`config.mk`:
```
export PLATFORM = sky130hd
export DESIGN_NAME = pc_sequencer_flat
export DESIGN_NICKNAME = d
export VERILOG_FILES = /design/src/rtl/pc_sequencer_pkg.sv /design/src/rtl/pc_sequencer_if.sv /design/src/rtl/pc_save_regs.sv /design/src/rtl/pc_sequencer.sv /design/src/flat_wrapper.sv
export SDC_FILE = /design/constraint.sdc
export NUM_CORES = 1
export LEC_CHECK = 0
export ABC_AREA = 1
export BUFFER_PORTS_ARGS = -buffer_cell sky130_fd_sc_hd__clkbuf_2
export CAP_MARGIN = 20
export CORE_MARGIN = 5
export CORE_UTILIZATION = 53
export DETAILED_ROUTE_END_ITERATION = 16
export PLACE_DENSITY = 0.77
export SETUP_SLACK_MARGIN = 0.15
export SLEW_MARGIN = 20
export SYNTH_ARGS = -nofsm -noshare
export SYNTH_HDL_FRONTEND = slang
export SYNTH_HIERARCHICAL = 1
export SYNTH_SLANG_ARGS = --single-unit
```
`constraint.sdc`:
```
create_clock -name Clk -period 2 [get_ports Clk]
set_input_delay 0.2 -clock Clk [delete_from_list [all_inputs] [get_ports Clk]]
set_output_delay 0.2 -clock Clk [all_outputs]
set_load 0.02 [all_outputs]
```
`src/rtl/pc_sequencer_pkg.sv`:
```
// Shared types and constants for the 9-bit core's fetch/run controller.
package pc_sequencer_pkg;

  // Default program counter width (instruction ROM address width).
  localparam int PC_W = 10;

  // Sequencer states: IDLE after reset, LOAD while Start is held,
  // RUN while fetching, DONE after halt or watchdog expiry.
  typedef enum logic [1:0] {
    IDLE = 2'd0,
    LOAD = 2'd1,
    RUN  = 2'd2,
    DONE = 2'd3
  } seq_state_t;

endpackage

```
`src/rtl/pc_sequencer_if.sv`:
```
// Bundle between the bench/decoder side (master) and the sequencer (slave).
//
// Program handshake: the master holds Start high to (re)load the program
// chosen by ProgSel; every cycle Start stays high the start address is
// reloaded. Dropping Start lets the sequencer enter RUN (Running=1). The run
// ends when the decoder reports the halt instruction on Ack, or when the
// watchdog fires (Timeout=1); either way Done rises and stays high until the
// next Start. Start is honoured in any state and aborts a run in progress.
interface pc_sequencer_if #(
  parameter int PC_W = pc_sequencer_pkg::PC_W
);
  import pc_sequencer_pkg::*;

  logic            Start;
  logic [1:0]      ProgSel;
  logic            Stall;
  logic            JumpEqual;
  logic            JumpNotEqual;
  logic            OffsetEn;
  logic [1:0]      PCRegSelect;
  logic [7:0]      SaveData;
  logic            ZeroFlag;
  logic            Ack;

  logic [PC_W-1:0] ProgCtr;
  logic            Running;
  logic            Done;
  logic            Timeout;
  logic [15:0]     CycleCount;
  seq_state_t      dbg_state;

  modport master (
    output Start, ProgSel, Stall, JumpEqual, JumpNotEqual, OffsetEn,
           PCRegSelect, SaveData, ZeroFlag, Ack,
    input  ProgCtr, Running, Done, Timeout, CycleCount, dbg_state
  );

  modport slave (
    input  Start, ProgSel, Stall, JumpEqual, JumpNotEqual, OffsetEn,
           PCRegSelect, SaveData, ZeroFlag, Ack,
    output ProgCtr, Running, Done, Timeout, CycleCount, dbg_state
  );

endinterface

```
`src/rtl/pc_save_regs.sv`:
```
// Three jump/save address registers. Select 0 means "no register": it reads
// as zero and writes to it are dropped. Clear wins over a write.
module pc_save_regs #(
  parameter int PC_W = 10
) (
  input  logic            clk,
  input  logic            rst_n,
  input  logic            clr,
  input  logic            wr_en,
  input  logic [1:0]      sel,
  input  logic [PC_W-1:0] wr_data,
  output logic [PC_W-1:0] rd_data
);

  logic [PC_W-1:0] reg1_q;
  logic [PC_W-1:0] reg2_q;
  logic [PC_W-1:0] reg3_q;

  // Register bank: async reset, synchronous clear, single write port.
  always_ff @(posedge clk or negedge rst_n) begin
    if (!rst_n) begin
      reg1_q <= '0;
      reg2_q <= '0;
      reg3_q <= '0;
    end else if (clr) begin
      reg1_q <= '0;
      reg2_q <= '0;
      reg3_q <= '0;
    end else if (wr_en) begin
      case (sel)
        2'd1:    reg1_q <= wr_data;
        2'd2:    reg2_q <= wr_data;
        2'd3:    reg3_q <= wr_data;
        default: ;
      endcase
    end
  end

  // Combinational read port addressed by the same select.
  always_comb begin
    rd_data = '0;
    case (sel)
      2'd1:    rd_data = reg1_q;
      2'd2:    rd_data = reg2_q;
      2'd3:    rd_data = reg3_q;
      default: rd_data = '0;
    endcase
  end

endmodule

```
`src/rtl/pc_sequencer.sv`:
```
// Fetch/run controller: owns ProgCtr, the jump/save registers, the program
// handshake FSM and the RUN cycle counter with its watchdog.
module pc_sequencer #(
  parameter int          PC_W       = pc_sequencer_pkg::PC_W,
  parameter int          START0     = 0,
  parameter int          START1     = 128,
  parameter int          START2     = 256,
  parameter logic [15:0] MAX_CYCLES = 16'hFFFF
) (
  input logic           Clk,
  input logic           Reset,
  pc_sequencer_if.slave bus
);
  import pc_sequencer_pkg::*;

  seq_state_t      state_q;
  logic [PC_W-1:0] pc_q;
  logic [15:0]     cnt_q;
  logic            running_q;
  logic            done_q;
  logic            timeout_q;

  logic [PC_W-1:0] start_addr;
  logic [PC_W-1:0] pc_inc;
  logic [PC_W-1:0] pc_off;
  logic [PC_W-1:0] save_val;
  logic [PC_W-1:0] jump_target;
  logic            jump_any;
  logic            jump_taken;
  logic            jump_go;
  logic            last_cycle;
  logic            run_active;
  logic            advance;
  logic            save_en;
  logic            clear_regs;

  // Next-address arithmetic, jump resolution and save/clear strobes.
  always_comb begin
    start_addr = PC_W'(START0);
    case (bus.ProgSel)
      2'd1:    start_addr = PC_W'(START1);
      2'd2:    start_addr = PC_W'(START2);
      default: start_addr = PC_W'(START0);
    endcase
    // All sums wrap modulo 2^PC_W.
    pc_inc   = pc_q + PC_W'(1);
    pc_off   = pc_q + PC_W'(bus.SaveData);
    save_val = bus.OffsetEn ? pc_off : pc_inc;
    jump_any = bus.JumpEqual | bus.JumpNotEqual;
    // If both jump strobes are raised, the je condition alone decides.
    jump_taken = bus.JumpEqual ? bus.ZeroFlag
                               : (bus.JumpNotEqual & ~bus.ZeroFlag);
    jump_go    = jump_taken && (bus.PCRegSelect != 2'd0);
    last_cycle = (cnt_q == (MAX_CYCLES - 16'd1));
    run_active = (state_q == RUN) && !bus.Stall && !bus.Start;
    // Only a plain increment cycle may advance the PC or save an address.
    advance    = run_active && !bus.Ack && !last_cycle;
    save_en    = advance && !jump_any && (bus.PCRegSelect != 2'd0);
    clear_regs = (state_q == LOAD) && bus.Start;
  end

  pc_save_regs #(.PC_W(PC_W)) u_save_regs (
    .clk     (Clk),
    .rst_n   (Reset),
    .clr     (clear_regs),
    .wr_en   (save_en),
    .sel     (bus.PCRegSelect),
    .wr_data (save_val),
    .rd_data (jump_target)
  );

  // Sequencer FSM with registered ProgCtr, counter and status outputs.
  always_ff @(posedge Clk or negedge Reset) begin
    if (!Reset) begin
      state_q   <= IDLE;
      pc_q      <= '0;
      cnt_q     <= '0;
      running_q <= 1'b0;
      done_q    <= 1'b1;
      timeout_q <= 1'b0;
    end else begin
      case (state_q)
        IDLE, DONE: begin
          if (bus.Start) begin
            state_q   <= LOAD;
            running_q <= 1'b0;
            done_q    <= 1'b0;
          end
        end
        LOAD: begin
          if (bus.Start) begin
            pc_q      <= start_addr;
            cnt_q     <= '0;
            timeout_q <= 1'b0;
          end else if (!bus.Stall) begin
            state_q   <= RUN;
            running_q <= 1'b1;
          end
        end
        RUN: begin
          // Start aborts even a stalled cycle; otherwise Stall freezes all.
          if (!bus.Stall || bus.Start) begin
            if (!bus.Stall) cnt_q <= cnt_q + 16'd1;
            if (bus.Start) begin
              state_q   <= LOAD;
              running_q <= 1'b0;
              done_q    <= 1'b0;
            end else if (bus.Ack) begin
              state_q   <= DONE;
              running_q <= 1'b0;
              done_q    <= 1'b1;
            end else if (last_cycle) begin
              state_q   <= DONE;
              running_q <= 1'b0;
              done_q    <= 1'b1;
              timeout_q <= 1'b1;
            end else if (jump_go) begin
              pc_q <= jump_target;
            end else begin
              pc_q <= pc_inc;
            end
          end
        end
        default: begin
          state_q   <= IDLE;
          running_q <= 1'b0;
          done_q    <= 1'b1;
        end
      endcase
    end
  end

  assign bus.ProgCtr    = pc_q;
  assign bus.Running    = running_q;
  assign bus.Done       = done_q;
  assign bus.Timeout    = timeout_q;
  assign bus.CycleCount = cnt_q;
  assign bus.dbg_state  = state_q;

endmodule

```
`src/flat_wrapper.sv`:
```
// flat-port wrapper written by rule: the top's interface ports become plain ports
module pc_sequencer_flat import pc_sequencer_pkg::*;
#(
  parameter int          PC_W       = pc_sequencer_pkg::PC_W,
  parameter int          START0     = 0,
  parameter int          START1     = 128,
  parameter int          START2     = 256,
  parameter logic [15:0] MAX_CYCLES = 16'hFFFF
)
  (Clk, Reset, bus_Start, bus_ProgSel, bus_Stall, bus_JumpEqual, bus_JumpNotEqual, bus_OffsetEn, bus_PCRegSelect, bus_SaveData, bus_ZeroFlag, bus_Ack, bus_ProgCtr, bus_Running, bus_Done, bus_Timeout, bus_CycleCount, bus_dbg_state);
  pc_sequencer_if #(.PC_W(PC_W)) bus_i ();
  input logic Clk;
  input logic Reset;
  input wire logic [$bits(bus_i.Start)-1:0] bus_Start;
  input wire logic [$bits(bus_i.ProgSel)-1:0] bus_ProgSel;
  input wire logic [$bits(bus_i.Stall)-1:0] bus_Stall;
  input wire logic [$bits(bus_i.JumpEqual)-1:0] bus_JumpEqual;
  input wire logic [$bits(bus_i.JumpNotEqual)-1:0] bus_JumpNotEqual;
  input wire logic [$bits(bus_i.OffsetEn)-1:0] bus_OffsetEn;
  input wire logic [$bits(bus_i.PCRegSelect)-1:0] bus_PCRegSelect;
  input wire logic [$bits(bus_i.SaveData)-1:0] bus_SaveData;
  input wire logic [$bits(bus_i.ZeroFlag)-1:0] bus_ZeroFlag;
  input wire logic [$bits(bus_i.Ack)-1:0] bus_Ack;
  output wire logic [$bits(bus_i.ProgCtr)-1:0] bus_ProgCtr;
  output wire logic [$bits(bus_i.Running)-1:0] bus_Running;
  output wire logic [$bits(bus_i.Done)-1:0] bus_Done;
  output wire logic [$bits(bus_i.Timeout)-1:0] bus_Timeout;
  output wire logic [$bits(bus_i.CycleCount)-1:0] bus_CycleCount;
  output wire logic [$bits(bus_i.dbg_state)-1:0] bus_dbg_state;
  assign bus_i.Start = bus_Start;
  assign bus_i.ProgSel = bus_ProgSel;
  assign bus_i.Stall = bus_Stall;
  assign bus_i.JumpEqual = bus_JumpEqual;
  assign bus_i.JumpNotEqual = bus_JumpNotEqual;
  assign bus_i.OffsetEn = bus_OffsetEn;
  assign bus_i.PCRegSelect = bus_PCRegSelect;
  assign bus_i.SaveData = bus_SaveData;
  assign bus_i.ZeroFlag = bus_ZeroFlag;
  assign bus_i.Ack = bus_Ack;
  assign bus_ProgCtr = bus_i.ProgCtr;
  assign bus_Running = bus_i.Running;
  assign bus_Done = bus_i.Done;
  assign bus_Timeout = bus_i.Timeout;
  assign bus_CycleCount = bus_i.CycleCount;
  assign bus_dbg_state = bus_i.dbg_state;
  pc_sequencer #(.PC_W(PC_W), .START0(START0), .START1(START1), .START2(START2), .MAX_CYCLES(MAX_CYCLES)) u_core (.Clk(Clk), .Reset(Reset), .bus(bus_i));
endmodule
```
==> impl_results.md <==
- Die Ht: 99.3 um
- Comb pwr share: 0.443
- Fillcell total: 612
- Xor-xnor portion of the synthesized cell area: 0.0124
- Kind of critical path: flop to flop
- Routed Antenna Nets: 0
- Max cap viols: 0
- Power Density: 877 nW/um^2
- Clk pin slew, worst setup/hold paths: 0.09 ns
- Number of nets in the layout: ~750
- Req. time, crit path: 2.29 ns
- CTS Buffer Depth: 2
- Hold worst-path end: u_core/bus.ProgCtr[7]$_DFFE_PN0P_
- Distinct cells, synth: 38
- Vias after detailed routing: about 4700
- Number of global-route vias before repair: around 4100
- Final Setup Violations: 3
- Area growth, synth to finish: 30.8%
- Switching Share: 0.432
- Worst setup margin: -0.0272 ns
- Crit share post-route: 1.01
- Sequential cell area fraction in the yosys report: 0.361
- Worst-Margin Slew: 0.524 ns
- # rows: 32
- Sequential Power Share: 0.295
- Failing checks: negative setup slack
- Reg2reg end: u_core/u_save_regs/reg2_q[6]$_DFFE_PN0P_
- DR pass1 iterations: 7
- Antenna Cells: 0
- Syn Nets: 664
- Reg2reg start: u_core/bus.ProgCtr[0]$_DFFE_PN0P_
- RSZ-0062 raised after global routing: yes
- Layout cell share with drive strength beyond 1: 0.283
- GRT Total Usage: 0.243
- Hold Slack: about 0.23 ns
- Mux share of post-synthesis cell area: 0
- Fin. max-slew vios: 0
- Die Area: slightly below 10000 sq um
- Startpoint types: flop
- R2r setup slk: -0.03 ns
- Most common cell after layout, fill and taps aside: nand2_1
- Avg Synthesized Cell Area: just under 7 sq um
- Most frequent cells in the layout: nand2_1 (207), nand3_1 (83), dfrtp_1 (55)
- Synth Area in Adders: 0.0461
- Outcome: finished with violations
- Max VDD drop: 0.509 mV
- Initial antenna violation count: 0
- Reg2reg path depth: 15
- First-pass GRT wire length: between 15000 and 20000 um
- Largest net degree at the start of global routing: 31
- CTS tree: built
- DP HPWL: 8410 um
- Hold Path Class: input pin to flop
- Final wirelength: 13400 um
- Clock power frac: 0.262
- 1st-iter DRT viols: roughly 570
- Hold_sp: bus_ProgSel[0]
- Clock Sinks: 61
- IO buf count: 51
- Static leakage: 0.00281 uW
- Die Wd: 99.3 um
- NetSw: around 2100 uW
- H-tree levels: 3
- Initial Util: 0.545
- Slew headroom: 0.651
- Register bit count reported by yosys: just over 60
- Critical Path Sink Type: flop
- CTS root buffer: clkbuf_8
- Worst Path Max Fanout: 3
- Avg Vias per Cell: 5.73
- Arrival time worst endpoint: 2.31 ns
- Fin Clk Skew: 0.0199 ns
- # DRC: 0
- Wire length per cell: 16.2 um
- Total CTS buffers: 9
- Ys Warns: 6
- Post-Synthesis Cells: 628
- Pint: 2760 uW
- Largest family of logic cells by synthesized area: simple AND/OR/NAND/NOR gates
- F_max: 0.493 GHz
- IO Pins: 52
- Grt ovf: 0
- Synth Area in Compound Gates: 0.0651
- Final GP Congestion: 0.901
- Core area: just under 8000 sq um
- Final Hold Viols: 0
- Clock latency on the worst-skew pair: 0.36 ns
- Util after Layout: 0.712
- Post-Synth Simple-Gate Area: 0.426
- Period minus WS final: 2.03 ns
- WHS Path Cells: 5
- Post-synthesis cell area: 4230 sq um
final cells by class:
class	instances	area, sq um	area share
clock buffers	9	124	0.0224
clock inverters	7	98.8	0.0179
inverters	67	277	0.0500
multi-input cells	483	2690	0.487
flip-flops and latches	61	1530	0.277
well taps	102	128	0.0231
repair buffers	93	667	0.121
repair inverters	1	11.3	0.00204
power groups by stage:
stage                     registers, uW  clock network [uW]  logic, uW
after detailed placement           1440                   0       1730
after CTS                          1420                1270       1800
final                              1430                1270       2150
after floorplan                    1560                   0       1090
after global routing               1440                1320       2340
after global placement             1430                   0       1690
layer usage:
| metal | routed length (um) | global-route usage | up-vias |
|---|---|---|---|
| met3 | 1170 | 0.0309 | 33 |
| met5 | 0 | 0 | - |
| li1 | - | - | 2216 |
| met4 | 244 | 0.0704 | 0 |
| met2 | 6260 | 0.379 | 281 |
| met1 | 5680 | 0.355 | 2188 |
Yosys cell counts (all sizes together):
| cell | count | area [sq um] |
|---|---|---|
| nand2 | 228 | 876 |
| nand3 | 100 | 516 |
| inv | 66 | 250 |
| dfrtp | 60 | 1500 |
| nor2 | 54 | 230 |
| o21ai | 35 | 190 |
| nand4 | 18 | 113 |
| buf | 15 | 104 |
| ha | 14 | 175 |
| a21oi | 7 | 42.5 |
| clkbuf | 5 | 18.8 |
| nor3 | 4 | 20.0 |
| nand3b | 3 | 22.5 |
| xnor2 | 3 | 26.3 |
| xor2 | 3 | 26.3 |
| o21bai | 2 | 15.0 |
| o22ai | 2 | 12.5 |
| o31ai | 2 | 15.0 |
| or2 | 2 | 12.5 |
| and2 | 1 | 6.26 |
| clkinv | 1 | 3.75 |
| dfstp | 1 | 26.3 |
| fa | 1 | 20.0 |
| nor3b | 1 | 7.51 |
worst max-delay path, cell delays in order, from the launching register on:
cell     delay, ns
dfrtp_2       0.44
ha_4          0.18
fa_2          0.35
nand2_2       0.09
nand2_2       0.06
nand2_2       0.08
nand2_4       0.06
nand2_1       0.06
nand2_1       0.05
xor2_1        0.12
nand2_1       0.07
nand2_1       0.06
inv_1         0.05
nor2_2        0.11
nand3_1       0.09
nand2_1       0.09
stage by stage:
| stage | cells | TNS [ns] | instance area, sq um | worst slack (ns) | total power [uW] |
|---|---|---|---|---|---|
| 2_1_floorplan | 628 | 0 | 4270 | 0.0979 | 2650 |
| 3_3_place_gp | 789 | 0 | 4750 | 0.0771 | 3120 |
| 3_5_place_dp | 789 | -0.0311 | 4750 | -0.0311 | 3160 |
| 4_1_cts | 808 | 0 | 5090 | 0.0207 | 4490 |
| 5_1_grt | 823 | -0.737 | 5530 | -0.125 | 5110 |
| 6_report | 823 | -0.0418 | 5530 | -0.0272 | 4850 |
sequential cells by signal, indices dropped and copies added, names as in the netlist:
signal	flops
u_core/bus.CycleCount	16
u_core/bus.dbg_state	2
u_core/u_save_regs/reg2_q	10
u_core/bus.Done	1
u_core/bus.Timeout	1
u_core/u_save_regs/reg1_q	10
u_core/bus.Running	1
u_core/u_save_regs/reg3_q	10
u_core/bus.ProgCtr	10
cell families after synthesis:
family	count (synthesis)
adder cells (fa/ha/maj)	15
flip-flops	61
buffers and inverters	87
AO/OA/AOI/OAI	48
AND/OR/NAND/NOR	411
XOR/XNOR	6
how the worst max path moves through the flow:
stage | from | to | slack [ns]
final | u_core/bus.ProgCtr[0]$_DFFE_PN0P_ | u_core/u_save_regs/reg2_q[6]$_DFFE_PN0P_ | -0.03
after CTS | u_core/bus.ProgCtr[0]$_DFFE_PN0P_ | u_core/u_save_regs/reg2_q[6]$_DFFE_PN0P_ | 0.02
after global routing | u_core/bus.ProgCtr[0]$_DFFE_PN0P_ | u_core/u_save_regs/reg2_q[8]$_DFFE_PN0P_ | -0.13
after detailed placement | u_core/bus.ProgCtr[0]$_DFFE_PN0P_ | u_core/u_save_regs/reg2_q[8]$_DFFE_PN0P_ | -0.03
after floorplan | u_core/bus.ProgCtr[0]$_DFFE_PN0P_ | u_core/u_save_regs/reg1_q[6]$_DFFE_PN0P_ | 0.1
after global placement | u_core/bus.ProgCtr[0]$_DFFE_PN0P_ | u_core/u_save_regs/reg2_q[6]$_DFFE_PN0P_ | 0.08
timing repair:
action,4_1_cts,5_1_grt
setup buffers,2,8
endpoints found under the hold margin,14,0
pin swaps,9,27
cloned,0,7
hold buffers,1,0
endpoints found under the setup margin,38,55
resized for setup,20,74
Note: power is estimated with default switching activity, not from simulation.
